`src/rtl/alog_frame_src.sv`:
```
// ---------------------------------------------------------------------------
// alog_frame_src
//
// Transmit-side framer for the adaptive-filter top. Sample tuples
// (channel-2, channel-3, reference) arrive on a valid/ready interface and
// are queued in a small FIFO. Each frame takes one tuple off the FIFO,
// holds it on buffer_2/buffer_3/reff and raises head_flag for HEAD_LEN
// cycles, then drops head_flag for GAP_LEN cycles. The filter runs its
// adapt / weight-update / shift sequence while head_flag is high.
//
// Every output is registered or decoded from registered state, so outputs
// only change on posedge clk and stay stable when the consumer samples on
// negedge.
//
// Parameters:
//   DW        sample width of each channel
//   DEPTH     FIFO depth in tuples (power of 2, >= 2)
//   HEAD_LEN  cycles head_flag is high per frame (>= 19)
//   GAP_LEN   cycles head_flag is low between frames (>= 1)
//
// Ports:
//   clk         clock
//   rstn        asynchronous active-low reset
//   en          allow new frames to start
//   clr_stat    synchronous clear of underrun and frame_cnt
//   s_valid     upstream tuple valid
//   s_ready     upstream ready (FIFO not full)
//   s_buf2      upstream channel-2 sample
//   s_buf3      upstream channel-3 sample
//   s_reff      upstream reference sample
//   buffer_2    channel-2 sample to filter
//   buffer_3    channel-3 sample to filter
//   reff        reference sample to filter
//   head_flag   frame-active flag to filter
//   busy        high while a frame (HEAD or GAP) is in progress
//   underrun    sticky: a frame slot found the FIFO empty while enabled
//   frame_cnt   frames emitted, wraps at 16 bits
//   fifo_level  tuples currently stored
//
// Optional build macro:
//   ALOG_SRC_ZERO_FILL_EN  when defined, a GAP exit with en=1 and an empty
//                          FIFO still starts a frame, with zero samples, so
//                          the frame cadence never breaks while en=1.
//                          Underrun is still flagged and nothing is popped.
// ---------------------------------------------------------------------------
module alog_frame_src #(
    parameter int DW       = 14,
    parameter int DEPTH    = 8,
    parameter int HEAD_LEN = 24,
    parameter int GAP_LEN  = 4
) (
    input  logic                     clk,
    input  logic                     rstn,
    input  logic                     en,
    input  logic                     clr_stat,
    input  logic                     s_valid,
    output logic                     s_ready,
    input  logic [DW-1:0]            s_buf2,
    input  logic [DW-1:0]            s_buf3,
    input  logic [DW-1:0]            s_reff,
    output logic [DW-1:0]            buffer_2,
    output logic [DW-1:0]            buffer_3,
    output logic [DW-1:0]            reff,
    output logic                     head_flag,
    output logic                     busy,
    output logic                     underrun,
    output logic [15:0]              frame_cnt,
    output logic [$clog2(DEPTH):0]   fifo_level
);

    localparam int AW   = $clog2(DEPTH);
    localparam int LW   = AW + 1;
    localparam int PMAX = (HEAD_LEN > GAP_LEN) ? HEAD_LEN : GAP_LEN;
    localparam int PW   = $clog2(PMAX + 1);
    localparam int TW   = 3 * DW;

    localparam logic [LW-1:0] FULL_LEVEL = LW'(DEPTH);
    localparam logic [LW-1:0] LEVEL_ONE  = LW'(1);
    localparam logic [AW-1:0] PTR_ONE    = AW'(1);
    localparam logic [PW-1:0] PHASE_ONE  = PW'(1);
    localparam logic [PW-1:0] HEAD_LAST  = PW'(HEAD_LEN);
    localparam logic [PW-1:0] GAP_LAST   = PW'(GAP_LEN);

    typedef enum logic [1:0] {
        IDLE = 2'd0,
        HEAD = 2'd1,
        GAP  = 2'd2
    } state_t;

    state_t          state;
    state_t          state_nxt;
    logic [PW-1:0]   phase;
    logic [PW-1:0]   phase_nxt;

    logic [TW-1:0]   mem [DEPTH];
    logic [AW-1:0]   wr_ptr;
    logic [AW-1:0]   rd_ptr;
    logic [LW-1:0]   level;
    logic [TW-1:0]   rd_tuple;

    logic            push;
    logic            pop;
    logic            fifo_empty;
    logic            start_frame;
    logic            zero_frame;
    logic            set_underrun;

    // -----------------------------------------------------------------------
    // FIFO flags and handshake
    // -----------------------------------------------------------------------
    assign fifo_empty = (level == '0);
    assign s_ready    = (level != FULL_LEVEL);
    assign fifo_level = level;
    assign push       = s_valid && s_ready;
    assign pop        = start_frame;
    assign rd_tuple   = mem[rd_ptr];

    // Storage has no reset: an empty FIFO is defined by the pointers and
    // level alone, so stale contents are never observable.
    always_ff @(posedge clk) begin
        if (push) begin
            mem[wr_ptr] <= {s_buf2, s_buf3, s_reff};
        end
    end

    // Pointers wrap naturally because DEPTH is a power of two. A push and a
    // pop in the same cycle leave the level unchanged.
    always_ff @(posedge clk or negedge rstn) begin
        if (!rstn) begin
            wr_ptr <= '0;
            rd_ptr <= '0;
            level  <= '0;
        end else begin
            if (push) begin
                wr_ptr <= wr_ptr + PTR_ONE;
            end
            if (pop) begin
                rd_ptr <= rd_ptr + PTR_ONE;
            end
            case ({push, pop})
                2'b10:   level <= level + LEVEL_ONE;
                2'b01:   level <= level - LEVEL_ONE;
                default: level <= level;
            endcase
        end
    end

    // -----------------------------------------------------------------------
    // Frame FSM: state and phase counter register
    // -----------------------------------------------------------------------
    always_ff @(posedge clk or negedge rstn) begin
        if (!rstn) begin
            state <= IDLE;
            phase <= '0;
        end else begin
            state <= state_nxt;
            phase <= phase_nxt;
        end
    end

    // -----------------------------------------------------------------------
    // Frame FSM: next state and frame-start decisions
    // The phase counter restarts at 1 on entry to HEAD or GAP, so the state
    // is left at the edge where phase reaches the window length; this gives
    // exactly HEAD_LEN / GAP_LEN cycles per window. Frame-start checks use
    // the registered level, so a tuple pushed on this edge is visible on
    // the next one.
    // -----------------------------------------------------------------------
    always_comb begin
        state_nxt    = state;
        phase_nxt    = phase;
        start_frame  = 1'b0;
        zero_frame   = 1'b0;
        set_underrun = 1'b0;

        case (state)
            IDLE: begin
                if (en && !fifo_empty) begin
                    start_frame = 1'b1;
                    state_nxt   = HEAD;
                    phase_nxt   = PHASE_ONE;
                end
            end

            HEAD: begin
                if (phase == HEAD_LAST) begin
                    state_nxt = GAP;
                    phase_nxt = PHASE_ONE;
                end else begin
                    phase_nxt = phase + PHASE_ONE;
                end
            end

            GAP: begin
                if (phase == GAP_LAST) begin
                    if (en && !fifo_empty) begin
                        start_frame = 1'b1;
                        state_nxt   = HEAD;
                        phase_nxt   = PHASE_ONE;
                    end else if (en) begin
                        set_underrun = 1'b1;
`ifdef ALOG_SRC_ZERO_FILL_EN
                        zero_frame   = 1'b1;
                        state_nxt    = HEAD;
                        phase_nxt    = PHASE_ONE;
`else
                        state_nxt    = IDLE;
`endif
                    end else begin
                        state_nxt = IDLE;
                    end
                end else begin
                    phase_nxt = phase + PHASE_ONE;
                end
            end

            default: begin
                state_nxt = IDLE;
                phase_nxt = '0;
            end
        endcase
    end

    assign head_flag = (state == HEAD);
    assign busy      = (state != IDLE);

    // -----------------------------------------------------------------------
    // Sample outputs: loaded only at frame start, so they never move while
    // head_flag is high. A zero-fill frame loads zeros instead of a tuple.
    // -----------------------------------------------------------------------
    always_ff @(posedge clk or negedge rstn) begin
        if (!rstn) begin
            buffer_2 <= '0;
            buffer_3 <= '0;
            reff     <= '0;
        end else if (start_frame) begin
            buffer_2 <= rd_tuple[TW-1:2*DW];
            buffer_3 <= rd_tuple[2*DW-1:DW];
            reff     <= rd_tuple[DW-1:0];
        end else if (zero_frame) begin
            buffer_2 <= '0;
            buffer_3 <= '0;
            reff     <= '0;
        end
    end

    // -----------------------------------------------------------------------
    // Statistics. A frame start or underrun event in the same cycle as
    // clr_stat wins, so nothing that happens on that edge is lost.
    // -----------------------------------------------------------------------
    always_ff @(posedge clk or negedge rstn) begin
        if (!rstn) begin
            frame_cnt <= '0;
            underrun  <= 1'b0;
        end else begin
            if (clr_stat) begin
                frame_cnt <= (start_frame || zero_frame) ? 16'd1 : 16'd0;
            end else if (start_frame || zero_frame) begin
                frame_cnt <= frame_cnt + 16'd1;
            end

            if (set_underrun) begin
                underrun <= 1'b1;
            end else if (clr_stat) begin
                underrun <= 1'b0;
            end
        end
    end

endmodule

```
`config.mk`:
```
export PLATFORM = sky130hd
export DESIGN_NAME = alog_frame_src
export DESIGN_NICKNAME = d
export VERILOG_FILES = /design/src/rtl/alog_frame_src.sv
export SDC_FILE = /design/constraint.sdc
export NUM_CORES = 1
export LEC_CHECK = 0
export ABC_AREA = 1
export BUFFER_PORTS_ARGS = -buffer_cell sky130_fd_sc_hd__buf_2
export CORE_UTILIZATION = 40
export CTS_BUF_LIST = sky130_fd_sc_hd__clkbuf_4 sky130_fd_sc_hd__clkbuf_8
export DETAILED_ROUTE_END_ITERATION = 10
export GPL_TIMING_DRIVEN = 1
export SLEW_MARGIN = 20
export SYNTH_ARGS = -nofsm -noshare
export SYNTH_HDL_FRONTEND = slang
export SYNTH_SLANG_ARGS = --single-unit
export TNS_END_PERCENT = 30
```
`constraint.sdc`:
```
create_clock -name clk -period 3.4 [get_ports clk]
set_clock_uncertainty 0.1 [all_clocks]
set_input_delay 0.17 -clock clk [delete_from_list [all_inputs] [get_ports clk]]
set_output_delay 0.17 -clock clk [all_outputs]
set_load 0.05 [all_outputs]
```
==> flow_summary.yaml <==
timing:
  fin_ws_ns: 0.969
  setup_viol: 0
  fin_crit_ns: 2.43
  worst_pin_slew_ns: 1.12
  finalCritPeriodShare_pct: 71.5
  rsz0062_at_grt: "no"
  slew_headroom_pct: 25.6
  max_freq_mhz: 411
  drv_slew: 0
  hold_viol: 0
global_routing:
  grtUsageTotal_pct: 19.2
  grt_pass1_vias: 10900
  antenna_found_initial: 2
  grt_max_degree: 213
  grt_pass1_wl_microns: 61700
  grt-ovfl-total: 0
yosys:
  yosysTopAreaCell: "edfxtp_1"
  synth.distinct_cells: 29
  syn_nets: 1472
  synthCells: 1417
  syn_area_sq_um: 16600
  ys.warnings.count: 0
  synth-seq-cells: 412
  synth_top_flop_cell: "edfxtp_1"
  yosysSeqAreaShare_pct: 72.1
  synth-edff-count: 336
  avgSynthCellArea_sq_um: 11.7
  synth_top_area_share_pct: 60.7
  synth.top_cells.by_count: "edfxtp_1 (336), nor2_1 (241), nand2_1 (187), o21ai_0 (173), nand3_1 (105)"
  synthArstFlopShare_pct: 18.4
  yosysMostFrequentCell: "edfxtp_1"
  ys_top_cells_by_area: "edfxtp_1 (61%), dfrtp_1 (11%), nor2_1 (5.4%)"
pwr:
  p_int_mw: 10.4
  p_per_area_nw_per_um2: 866
  clock_power_share_pct: 25.5
  ir_drop_v: 0.000559
  power_switching_mw: 6.69
  power_leakage_nw: 7.57
  combPwrFrac_pct: 34.5
  sw_frac_of_total_pct: 39.2
  power_frac_seq_pct: 40.1
flow_run:
  cap_violations: 0
die:
  io_pins: 113
  num_rows: 74
  initial_core_util_pct: 40.6
  core_sq_um: 40900
  die_area_sq_um: 42400
  die_h_microns: 206
  die_w_microns: 206
setup_path:
  crit_path_end_kind: "flip-flop"
  path_class: "reg -> reg"
  required_ns: 3.81
  cp_common_cell: "ha_1"
  arrival_ns: 2.84
  worstPathMaxFanout: 4
  path_cells: "inv_1 -> ha_1 -> nand2_1 -> inv_1 -> nand3_1 -> a21oi_4 -> ha_1 -> xor2_1 -> ha_1 -> a21oi_1 -> xor2_1 -> o21ai_0"
  cp_slowest_cell: "dfrtp_1"
  critPathLaunchType: "flip-flop"
  rrSetupSlack_ns: 0.97
  reg2reg_depth: 12
  r2r-start: "phase[0]"
  slowest_delay_ns: 0.42
  r2r-end: "fifo_level[2]"
detailed_routing:
  final_antenna_net_count: 0
  routed_wl_microns: 39800
  drt_pass1_iterations: 5
  drtIter0Drc: 881
  viasPerCell: 5.10
  drt-wirelength-per-cell_microns: 18.1
  vias: 11200
  drc_errors: 0
final_layout:
  drive_gt1_share_pct: 17.0
  syn2layout_area_growth_pct: 18.5
  finalNetCount: 1658
  final_core_util_pct: 48.2
hold_path:
  worstHoldPathType: "in -> async"
clock_tree:
  cts_sinks: 412
  numCtsBuffers: 69
  insertion_delay_ns: 0.59
  clk_pin_slew_ns: 0.06
  cts.htree.levels: 3
  cts_max_path_buffers: 3
  cts_resized: 0
  ctsHoldBuffers: 46
  postCtsSetupBuffers: 0
  root_buffer: "clkbuf_8"
  cts_tree: "built"
place:
  portBuffers: 112
  dp_hpwl_microns: 21700
  gp_congestion: 0.791
  post-place-ws_ns: 0.986
outcome:
  outcome: "finished clean"
cells in the final DEF (no fill, tap or decap), drive strengths merged:
master	netlist	layout
nand2	188	188
a21oi	45	45
buf	41	144
clkbuf	34	101
ha	8	8
clkinv	2	20
diode	0	2
dlygate4sd3	0	46
dfrtp	76	76
o211ai	42	42
nand4	17	17
xnor2	2	2
inv	82	85
nand3	106	106
nor2	242	242
clkinvlp	0	4
edfxtp	336	336
or2	2	2
nor3	1	1
o21ai	183	183
xor2	9	9
o22ai	1	1
through the flow:
step                hold WS [ns]  cell area (sq um)  power (mW)  instances  TNS [ns]
finish                    0.0412              19700        17.1       2192         0
global route              0.0887              19700        18.1       2191         0
CTS                       0.0283              19700        17.3       2190         0
detailed placement         0.145              17900        12.8       2018         0
global placement           0.135              17900        12.7       2018         0
floorplan                 -0.226              16700        11.1       1417   -105.45
state kept, by name, indices dropped and copies added (netlist names):
name	flops
phase	5
rd_ptr	3
mem	336
reff	14
frame_cnt	16
fifo_level	4
buffer_3	14
buffer_2	14
underrun	1
state	2
wr_ptr	3
worst max path at each step:
stage,from,slack (ns),end
2_1_floorplan,fifo_level[2],-0.60,mem[1][0]
3_3_place_gp,phase[0],1.04,fifo_level[3]
3_5_place_dp,phase[0],0.99,fifo_level[2]
4_1_cts,phase[0],0.97,fifo_level[2]
5_1_grt,phase[0],0.76,frame_cnt[9]
6_report,phase[0],0.97,fifo_level[2]
layer usage:
metal  track usage, %  part of all wire [%]
met5                0                 0.025
met4             6.17                   1.5
met3             3.74                   6.3
met2             31.6                    48
met1             25.5                    44
area by class of cell:
class,instances,area (sq um)
fill,3705,21200
sequential,412,12000
multi-input combinational,846,4010
timing repair buffer,190,1330
clock buffer,101,1250
tap,532,666
inverter,84,318
clock inverter,25,133
antenna,2,5.00
logic make-up after synthesis:
kind of cell               Yosys count  share of synthesized area (%)
AOI/OAI and AO/OA                  271                           8.86
buffers and inverters              159                           4.14
xor gates and xnor gates            11                          0.579
and+or+nand+nor                    556                           13.7
DFF                                412                           72.1
adders and majority gates            8                          0.602
critical path: cells and delay by family (launching register included):
| kind | cells | cell delay, ns |
|---|---|---|
| AO/OA/AOI/OAI | 3 | 0.41 |
| XOR/XNOR | 2 | 0.43 |
| adder cells (fa/ha/maj) | 3 | 0.62 |
| buffers and inverters | 2 | 0.16 |
| flip-flops | 1 | 0.42 |
| AND/OR/NAND/NOR | 2 | 0.21 |
power by group through the flow:
stage / registers (mW) / logic, mW / clock network [mW]
6_report: 6.84 / 5.88 / 4.34
5_1_grt: 6.93 / 6.52 / 4.70
4_1_cts: 6.84 / 5.95 / 4.47
3_5_place_dp: 6.93 / 5.89 / 0
3_3_place_gp: 6.92 / 5.79 / 0
2_1_floorplan: 7.76 / 3.31 / 0
Note: power is estimated with default switching activity, not from simulation.
